<file path="config.mk">
export PLATFORM = sky130hd
export DESIGN_NAME = bram_pattern_tester
export DESIGN_NICKNAME = d
export VERILOG_FILES = /design/src/rtl/bram_pattern_tester.sv
export SDC_FILE = /design/constraint.sdc
export NUM_CORES = 1
export LEC_CHECK = 0
export CORE_MARGIN = 2
export CORE_UTILIZATION = 52
export DETAILED_ROUTE_END_ITERATION = 10
export HOLD_SLACK_MARGIN = 0.03
export PLACE_DENSITY = 0.92
export SETUP_SLACK_MARGIN = 0.5
export SYNTH_ARGS = -nofsm -noshare
export SYNTH_HDL_FRONTEND = slang
export SYNTH_SLANG_ARGS = --single-unit
</file>
<file path="constraint.sdc">
create_clock -name clk -period 2.92 [get_ports clk]
set_input_delay 0.438 -clock clk [delete_from_list [all_inputs] [get_ports clk]]
set_output_delay 0.438 -clock clk [all_outputs]
set_load 0.03 [all_outputs]
</file>
<file path="src/rtl/bram_pattern_tester.sv">
// BRAM self-test engine: writes a pattern to every address of one BRAM,
// reads it back through a latency-matched compare pipe and reports status.
module bram_pattern_tester #(
   parameter int          ADDR_WIDTH     = 8,
   parameter int          DATA_WIDTH     = 32,
   parameter int          RD_LATENCY     = 1,
   parameter int          PRESCALE_WIDTH = 16,
   parameter int          ERR_WIDTH      = 16,
   parameter logic [7:0]  CFG_WRITE      = 8'b0001_0000,
   parameter logic [7:0]  CFG_READ       = 8'b0000_0000,
   parameter logic [31:0] LFSR_SEED      = 32'hACE1_0001
) (
   input  logic                      clk,
   input  logic                      rst,
   input  logic                      start,
   input  logic [1:0]                mode,
   input  logic                      continuous,
   input  logic                      use_prescaler,
   input  logic [PRESCALE_WIDTH-1:0] prescale_limit,
   input  logic                      inject_err,
   output logic [ADDR_WIDTH-1:0]     bram_rd_addr,
   output logic [ADDR_WIDTH-1:0]     bram_wr_addr,
   output logic [DATA_WIDTH-1:0]     bram_wr_data,
   input  logic [DATA_WIDTH-1:0]     bram_rd_data,
   output logic [7:0]                bram_config,
   output logic                      busy,
   output logic                      done,
   output logic                      pass,
   output logic [ERR_WIDTH-1:0]      err_count,
   output logic [ADDR_WIDTH-1:0]     first_err_addr,
   output logic [15:0]               loop_count
);

   localparam int DSH = $clog2(DATA_WIDTH);
   localparam int REP = (DATA_WIDTH + ADDR_WIDTH - 1) / ADDR_WIDTH;
   localparam logic [ADDR_WIDTH-1:0] LAST = '1;
   localparam logic [31:0] TAPS = 32'h8020_0003;

   typedef enum logic [1:0] {
      S_IDLE,
      S_WRITE,
      S_READ,
      S_DRAIN
   } state_t;

   state_t                    state_q;
   logic [ADDR_WIDTH-1:0]     addr_q;
   logic [31:0]               lfsr_q;
   logic [31:0]               lfsr_d;
   logic [PRESCALE_WIDTH-1:0] pre_q;
   logic [PRESCALE_WIDTH-1:0] pre_d;
   logic [1:0]                mode_q;
   logic                      cont_q;
   logic                      inj_q;
   logic                      busy_q;
   logic                      done_q;
   logic                      pass_q;
   logic [7:0]                cfg_q;
   logic [ERR_WIDTH-1:0]      err_q;
   logic [ADDR_WIDTH-1:0]     ferr_q;
   logic [15:0]               loop_q;

   logic                      pv_q [RD_LATENCY];
   logic [DATA_WIDTH-1:0]     pe_q [RD_LATENCY];
   logic [ADDR_WIDTH-1:0]     pa_q [RD_LATENCY];

   logic                      tick;
   logic                      issue;
   logic                      pipe_busy;
   logic                      mismatch;
   logic [DATA_WIDTH-1:0]     pat;
   logic [DATA_WIDTH-1:0]     wr_word;

   function automatic logic [DATA_WIDTH-1:0] pattern(
      input logic [1:0]            m,
      input logic [ADDR_WIDTH-1:0] a,
      input logic [31:0]           l
   );
      logic [DATA_WIDTH-1:0] rep;
      logic [DATA_WIDTH-1:0] p;
      logic [DSH-1:0]        sh;
      rep = DATA_WIDTH'({REP{a}});
      sh  = DSH'(a);
      p   = '0;
      unique case (m)
         2'd0: p = rep;
         2'd1: p = ~rep;
         2'd2: p = {{(DATA_WIDTH-1){1'b0}}, 1'b1} << sh;
         2'd3: p = l[DATA_WIDTH-1:0];
      endcase
      return p;
   endfunction

   assign tick   = !use_prescaler || (pre_q == prescale_limit);
   assign pre_d  = (pre_q == prescale_limit) ? '0
                                             : pre_q + PRESCALE_WIDTH'(1);
   assign lfsr_d = lfsr_q[0] ? ((lfsr_q >> 1) ^ TAPS) : (lfsr_q >> 1);
   assign issue  = (state_q == S_READ) && tick;
   assign pat    = pattern(mode_q, addr_q, lfsr_q);

   // Deliberate single-bit corruption of addr 0 on the first write pass
   assign wr_word = pat ^ {{(DATA_WIDTH-1){1'b0}},
                           inj_q && (addr_q == '0)};

   assign mismatch = pv_q[RD_LATENCY-1] &&
                     (bram_rd_data != pe_q[RD_LATENCY-1]);

   always_comb begin
      pipe_busy = 1'b0;
      for (int i = 0; i < RD_LATENCY; i++) begin
         pipe_busy = pipe_busy | pv_q[i];
      end
   end

   always_ff @(posedge clk) begin
      if (rst) begin
         state_q <= S_IDLE;
         addr_q  <= '0;
         lfsr_q  <= LFSR_SEED;
         pre_q   <= '0;
         mode_q  <= '0;
         cont_q  <= 1'b0;
         inj_q   <= 1'b0;
         busy_q  <= 1'b0;
         done_q  <= 1'b0;
         pass_q  <= 1'b0;
         cfg_q   <= CFG_READ;
         err_q   <= '0;
         ferr_q  <= '0;
         loop_q  <= '0;
         for (int i = 0; i < RD_LATENCY; i++) begin
            pv_q[i] <= 1'b0;
            pe_q[i] <= '0;
            pa_q[i] <= '0;
         end
      end else begin
         done_q  <= 1'b0;
         pre_q   <= pre_d;
         pv_q[0] <= issue;
         pe_q[0] <= pat;
         pa_q[0] <= addr_q;
         for (int i = 1; i < RD_LATENCY; i++) begin
            pv_q[i] <= pv_q[i-1];
            pe_q[i] <= pe_q[i-1];
            pa_q[i] <= pa_q[i-1];
         end

         if (mismatch) begin
            if (err_q != '1) err_q <= err_q + ERR_WIDTH'(1);
            if (err_q == '0) ferr_q <= pa_q[RD_LATENCY-1];
         end

         unique case (state_q)
            S_IDLE: begin
               if (start) begin
                  mode_q  <= mode;
                  cont_q  <= continuous;
                  inj_q   <= inject_err;
                  err_q   <= '0;
                  ferr_q  <= '0;
                  loop_q  <= '0;
                  state_q <= S_WRITE;
                  busy_q  <= 1'b1;
                  cfg_q   <= CFG_WRITE;
                  addr_q  <= '0;
                  lfsr_q  <= LFSR_SEED;
                  pre_q   <= '0;
               end
            end
            S_WRITE: begin
               if (tick) begin
                  if (addr_q == LAST) begin
                     addr_q  <= '0;
                     lfsr_q  <= LFSR_SEED;
                     inj_q   <= 1'b0;
                     cfg_q   <= CFG_READ;
                     state_q <= S_READ;
                  end else begin
                     addr_q <= addr_q + ADDR_WIDTH'(1);
                     lfsr_q <= lfsr_d;
                  end
               end
            end
            S_READ: begin
               if (tick) begin
                  if (addr_q == LAST) begin
                     addr_q  <= '0;
                     state_q <= S_DRAIN;
                  end else begin
                     addr_q <= addr_q + ADDR_WIDTH'(1);
                     lfsr_q <= lfsr_d;
                  end
               end
            end
            S_DRAIN: begin
               if (!pipe_busy) begin
                  done_q <= 1'b1;
                  pass_q <= (err_q == '0);
                  loop_q <= loop_q + 16'd1;
                  if (cont_q) begin
                     state_q <= S_WRITE;
                     cfg_q   <= CFG_WRITE;
                     addr_q  <= '0;
                     lfsr_q  <= LFSR_SEED;
                     pre_q   <= '0;
                  end else begin
                     state_q <= S_IDLE;
                     busy_q  <= 1'b0;
                  end
               end
            end
         endcase
      end
   end

   assign bram_wr_addr   = (state_q == S_WRITE) ? addr_q : '0;
   assign bram_rd_addr   = (state_q == S_READ) ? addr_q : '0;
   assign bram_wr_data   = (state_q == S_WRITE) ? wr_word : '0;
   assign bram_config    = cfg_q;
   assign busy           = busy_q;
   assign done           = done_q;
   assign pass           = pass_q;
   assign err_count      = err_q;
   assign first_err_addr = ferr_q;
   assign loop_count     = loop_q;

endmodule

</file>
# After elaboration in Yosys (flattened, before gate mapping)
# Memories as Yosys holds them, arrays and structs flattened.
# Cells that the tools add are included.
# W data, S select, Z words.
# classes
n_bitwise,5
eq_ne,20
add_sub_neg,4
shift,1
n_reduce_logical,26
mux,67
# op_table
cell,n
$mux W32,10
$pmux W32 S4,2
$mux W16,10
$mux W8,17
$pmux W16 S2,2
$add A16 B1 Y16 const B,3
$pmux W8 S3,2
$ne A32 B32 Y1,1
$not A32 Y32,1
$reduce_or A32 Y1,1
$shl A1 B5 Y32 const A,1
$xor A32 B1 Y32,1
$reduce_and A6 Y1,3
$eq A16 B16 Y1,1
$logic_not A16 Y1,1
$ne A16 B16 Y1 const B,1
$ne A2 B2 Y1 const B,8
$mux W1,15
$mux W2,6
$reduce_and A4 Y1,3
$add A8 B1 Y8 const B,1
$eq A2 B2 Y1 const B,4
$eq A8 B8 Y1 const B,1
$logic_not A8 Y1,1
other kinds (17),27
# word_totals
reg_bits,113
n_memories,3
out_inout_bits,99
inputBits,56
ram_bits,41
elab_cells,140
# memory_table
memory,depth,word_bits,read_ports,rd_clocked_by_memory_dff,write_ports,line_no,rtl
pe_q,1,32,1,0,1,64,logic [DATA_WIDTH-1:0] pe_q [RD_LATENCY];
pa_q,1,8,1,0,1,65,logic [ADDR_WIDTH-1:0] pa_q [RD_LATENCY];
pv_q,1,1,1,0,1,63,logic pv_q [RD_LATENCY];

# Logic depth before layout (Yosys ltp)
# Gate-level depths: netlist of run 1.
# An unclocked memory read counts as a cell.
# depth
depth_word,6
depth_mapped,10
ltp_nobuf,8

# Worst setup path before layout of run 1
# Ideal clock, no wire load.
# synth_timing
kind,register to output
from,register mode_q[0]
to,output bram_wr_data[16]
arrival_ps,1986
required_ps,2482
slack_ps,496
path_stages_with_launch,8
cell_sequence,dfxtp_1 > buf_1 > clkbuf_1 > clkbuf_1 > nand2_1 > o211ai_1 > o21ai_0 > nor2_1
# synth_via
elab_chain_len,4
word_cells_on_any_way,7
cone_classes,3 x eq/ne; 2 x mux; 1 x bitwise; 1 x reduce/logical
# synth_rtl
item,line_no,rtl
from (decl),52,logic [1:0] mode_q;
from (signal assigned),156,mode_q <= mode;
"$eq A2 B2 Y1, or another cell as far along",85,unique case (m)
$pmux W32 S4 *,85,
$xor A32 B1 Y32 *,102,"assign wr_word = pat ^ {{(DATA_WIDTH-1){1'b0}},"
$mux W32 *,218,assign bram_wr_data = (state_q == S_WRITE) ? wr_word : '0;
to (decl),23,"output logic [DATA_WIDTH-1:0] bram_wr_data,"
# Every way passes the cells marked *; elsewhere a longest branch is shown, timed or not.

# Final worst setup path of run 1
# layout_timing
from,register addr_q[0]
to,output bram_wr_data[3]
# layout_via
elab_chain_len,4
# layout_rtl
item,line_no,rtl
from (decl),47,logic [ADDR_WIDTH-1:0] addr_q;
from (signal assigned),179,addr_q <= addr_q + ADDR_WIDTH'(1);
from (signal assigned),190,addr_q <= addr_q + ADDR_WIDTH'(1);
$shl A1 B5 Y32,88,"2'd2: p = {{(DATA_WIDTH-1){1'b0}}, 1'b1} << sh;"
$pmux W32 S4,85,
$xor A32 B1 Y32,102,
$mux W32,218,
# No other way between the ends.

==> flow_summary_export.csv, run 1 <==
group,metric,value,unit
worst_setup_path,r2r-start,"pre_q[4]",
worst_setup_path,reg2reg_depth,6,
sta,setup_slack,0.3081,ns
global_route,grtUsageTotal,27.46,%
yosys,netlist_area,7543,um^2
route,drt_wl_total,25870,um
power,p_leak,4.015,nW
yosys,yosysWarnings,0,
outcome,outcome,"completed",
worst_setup_path,crit_type,"reg2out",
route,drc,0,
yosys,synth_simple_gate_area_share,29.77,%
global_route,grt.overflow.total,0,
cells_and_area,antenna_cells,0,
route,vias_per_cell,6.193,
yosys,yosysMostFrequentCell,"nor2_1",
sta,fmax,382.9,MHz
placed_design,dp_hpwl,14620,um
sta,finClkSkew,0.008077,ns
yosys,synthTopCellsByArea,"dfxtp_1 (39%), nor2_1 (7.7%), xor2_1 (6.2%)",
worst_setup_path,cp-end-kind,"output pin",
sta,slew_headroom,58.59,%
sta,fin_crit,2.612,ns
yosys,synth_top_family_by_area,"simple AND/OR/NAND/NOR gates",
worst_setup_path,slowest_stage,"dfxtp_4",
worst_setup_path,critical-path-top-delay-family,"simple AND/OR/NAND/NOR gates",
die,die_w,124.4,um
power,power_switching_share,35.60,%
yosys,synthXorXnorAreaFrac,9.869,%
cells_and_area,final_nets,1173,
hold_path,hold_depth,2,
clocking,clockBufferDepth,2,
sta,finalHoldViolations,0,
cells_and_area,layout-drive-gt1-share,20.02,%
die,num_rows,44,
worst_setup_path,slowest_delay,0.41,ns
cells_and_area,syn2layout_area_growth,39.00,%
yosys,yosysUniqueCellTypes,58,
route,drtPass1Iterations,8,
die,initial_core_util,52.50,%
sta,finalSetupTns,0,ns
job,drv_cap,0,
placed_design,dp_slack,0.1388,ns
die,io_pins,155,
clocking,numCtsBuffers,17,
global_route,grt_pass1_vias,7105,
sta,finalCritPeriodShare,89.45,%
yosys,synth_edf_count,0,
global_route,grt_max_degree,64,
sta,finalMaxSlewViolations,0,
yosys,avgSynthCellArea,7.974,um^2
global_route,grt_pass1_wl,35050,um
clocking,cts.reportedPaths.clkPinSlew,0.06,ns
die,die_h,124.4,um
die,dieArea,15490,um^2
worst_setup_path,r2r_setup_slack,0.56,ns
yosys,synth_fa_ha_area_share,2.488,%
yosys,synthCells,946,
worst_setup_path,cp-start-kind,"register",
worst_setup_path,cp_cell_sequence,"ha_4 > ha_4 > nand2b_4 > or3b_4 > a21oi_2 > a211oi_2 > nor2_1 > buf_4",
route,routedWlPerCell,19.93,um
sta,grt_setup_unrepaired,"yes",
placed_design,gp_congestion,0.9675,
clocking,clk_latency,0.43,ns
die,core_area,14370,um^2
placed_design,port_buffers,147,
global_route,antenna_found_initial,0,
route,vias,8038,
yosys,synth-seq-cells,147,
yosys,synthMuxAreaShare,1.990,%
yosys,synth.top_cell.area_share,39.01,%
cells_and_area,fill_cells,891,
yosys,synth.top_cells.by_count,"nor2_1 (155), dfxtp_1 (147), nand2_1 (86)",
power,power.density,675.8,nW/um^2
power,ir_drop,0.5084,mV
hold_path,hp-class,"reg2reg",
yosys,yosys.area.top_type,"dfxtp_1",
clocking,cts-root-buf,"clkbuf_16",
yosys,synth_compound_area_share,12.24,%
route,dr.first_iter.drc_count,1245,
clocking,cts_tree,"built",
worst_setup_path,worstPathArrival,2.17,ns
worst_setup_path,rr_endpoint,"addr_q[3]",
power,p_clk_share,32.7,%
hold_path,hold_start,"pa_q[0][7]",
clocking,h-tree-depth,4,
worst_setup_path,cpMostUsedCell,"ha_4",
sta,worstMarginPinSlew,0.6188,ns
power,p_switching,2.523,mW
power,pwr-share-seq,33.9,%
worst_setup_path,worstPathMaxFanout,5,
worst_setup_path,path_buf_inv,1,
worst_setup_path,crit_required,2.48,ns
hold_path,holdPathEnd,"first_err_addr[7]",
sta,setup_violations,0,
route,postRouteAntennaNets,0,
yosys,synthArstFlopShare,0,%
clocking,cts_sinks,147,
power,power.internal,4.563,mW
worst_setup_path,crit_cells,8,
yosys,yosysSeqAreaShare,39.01,%
yosys,synthFlopType,"dfxtp_1",
power,combPwrFrac,33.4,%
[layout by cell type (no fill, tap or decap), types with 22 or more instances in the layout]
cell type        instances
o21ai_0                 38
nand3_1                 51
a21oi_1                 31
xnor2_1                 32
nor2_1                 145
a211oi_2                22
dfxtp_1                137
nand2b_1                32
xor2_1                  52
clkdlybuf4s50_1         98
nand2_1                 79
buf_4                   68
[flip-flops by register name, indices dropped and copies added (netlist names)]
signal,count
state_q,2
loop_count,16
lfsr_q,32
busy,1
pe_q,32
err_count,16
first_err_addr,8
cont_q,1
addr_q,8
pv_q,1
pass,1
mode_q,2
bram_config,1
pa_q,8
done,1
inj_q,1
pre_q,16
[routing by layer]
layer | global-route usage (%) | vias up | part of all wire [%]
met2 | 44.84 | 603 | 47
met4 | 11.96 | 0 | 5.7
met1 | 34.57 | 3719 | 37
li1 | - | 3545 | -
met5 | 0 | - | 0
met3 | 6.658 | 171 | 10
[timing repair]
item / in CTS / in global routing
cloned: 0 / 2
hold endpoints to repair: 0 / 0
setup endpoints to repair: 54 / 70
resized for setup: 81 / 81
setup buffers: 12 / 16
hold buffers: 0 / 0
pin swaps: 13 / 38
[kinds of logic after synthesis]
kind of cell               Yosys count
DFF                                147
adders and majority gates           15
and+or+nand+nor                    464
AOI/OAI and AO/OA                  144
buffers and inverters               75
xor gates and xnor gates            85
other                                1
muxes                               15
[power groups by stage]
stage               combinational, mW  clock [mW]  sequential (mW)
detailed placement               1.78           0             2.40
global placement                 1.75           0             2.40
finish                           2.37        2.32             2.40
CTS                              1.91        2.29             2.37
floorplan                        1.32           0             2.36
global route                     2.49        2.41             2.41
[final cells by class]
| class | count | area, um^2 | area share (%) |
|---|---|---|---|
| Inverter | 11 | 53.80 | 0.5131 |
| Clock buffer | 21 | 460.4 | 4.391 |
| Multi-Input combinational cell | 730 | 4763 | 45.43 |
| Tap cell | 184 | 230.2 | 2.196 |
| Clock inverter | 10 | 156.4 | 1.492 |
| Timing Repair Buffer | 195 | 1841 | 17.55 |
| Sequential cell | 147 | 2980 | 28.42 |
[tightest hold or removal path, delay by kind of cell, from the launching register on]
kind,cells,cell delay [ns]
flip-flops,1,0.29
multiplexers,1,0.05
AND/OR/NAND/NOR,1,0.05
[per-stage QoR]
stage	std cells	instance area [um^2]	util [%]	total power, mW	hold slack [ns]
CTS	1280	9983	69.48	6.572	0.4436
global placement	1237	9037	62.90	4.145	0.4270
floorplan	952	7569	-	3.678	0.4202
detailed placement	1237	9037	62.90	4.180	0.4366
global route	1298	10490	72.97	7.313	0.4720
finish	1298	10490	72.97	7.086	0.4411
[worst max-delay path by stage]
stage	startpoint	to	slack, ns
floorplan	addr_q[0]	bram_wr_data[3]	0.51
global placement	prescale_limit[1]	addr_q[5]	0.23
detailed placement	prescale_limit[5]	addr_q[5]	0.14
CTS	addr_q[0]	bram_wr_data[3]	0.33
global route	addr_q[0]	bram_wr_data[3]	0.23
finish	addr_q[0]	bram_wr_data[3]	0.31
No activity file was read; power rests on OpenSTA's default activity.
==> run 2, diff against run 1 <==
--- a/config.mk
+++ b/config.mk
@@ -5,6 +5,7 @@
 export SDC_FILE = /design/constraint.sdc
 export NUM_CORES = 1
 export LEC_CHECK = 0
+export ABC_AREA = 0
 export CORE_MARGIN = 2
 export CORE_UTILIZATION = 52
 export DETAILED_ROUTE_END_ITERATION = 10
==> results of run 2 <==
Same layout as run 1: the final DEF is identical, and so are final timing and power.
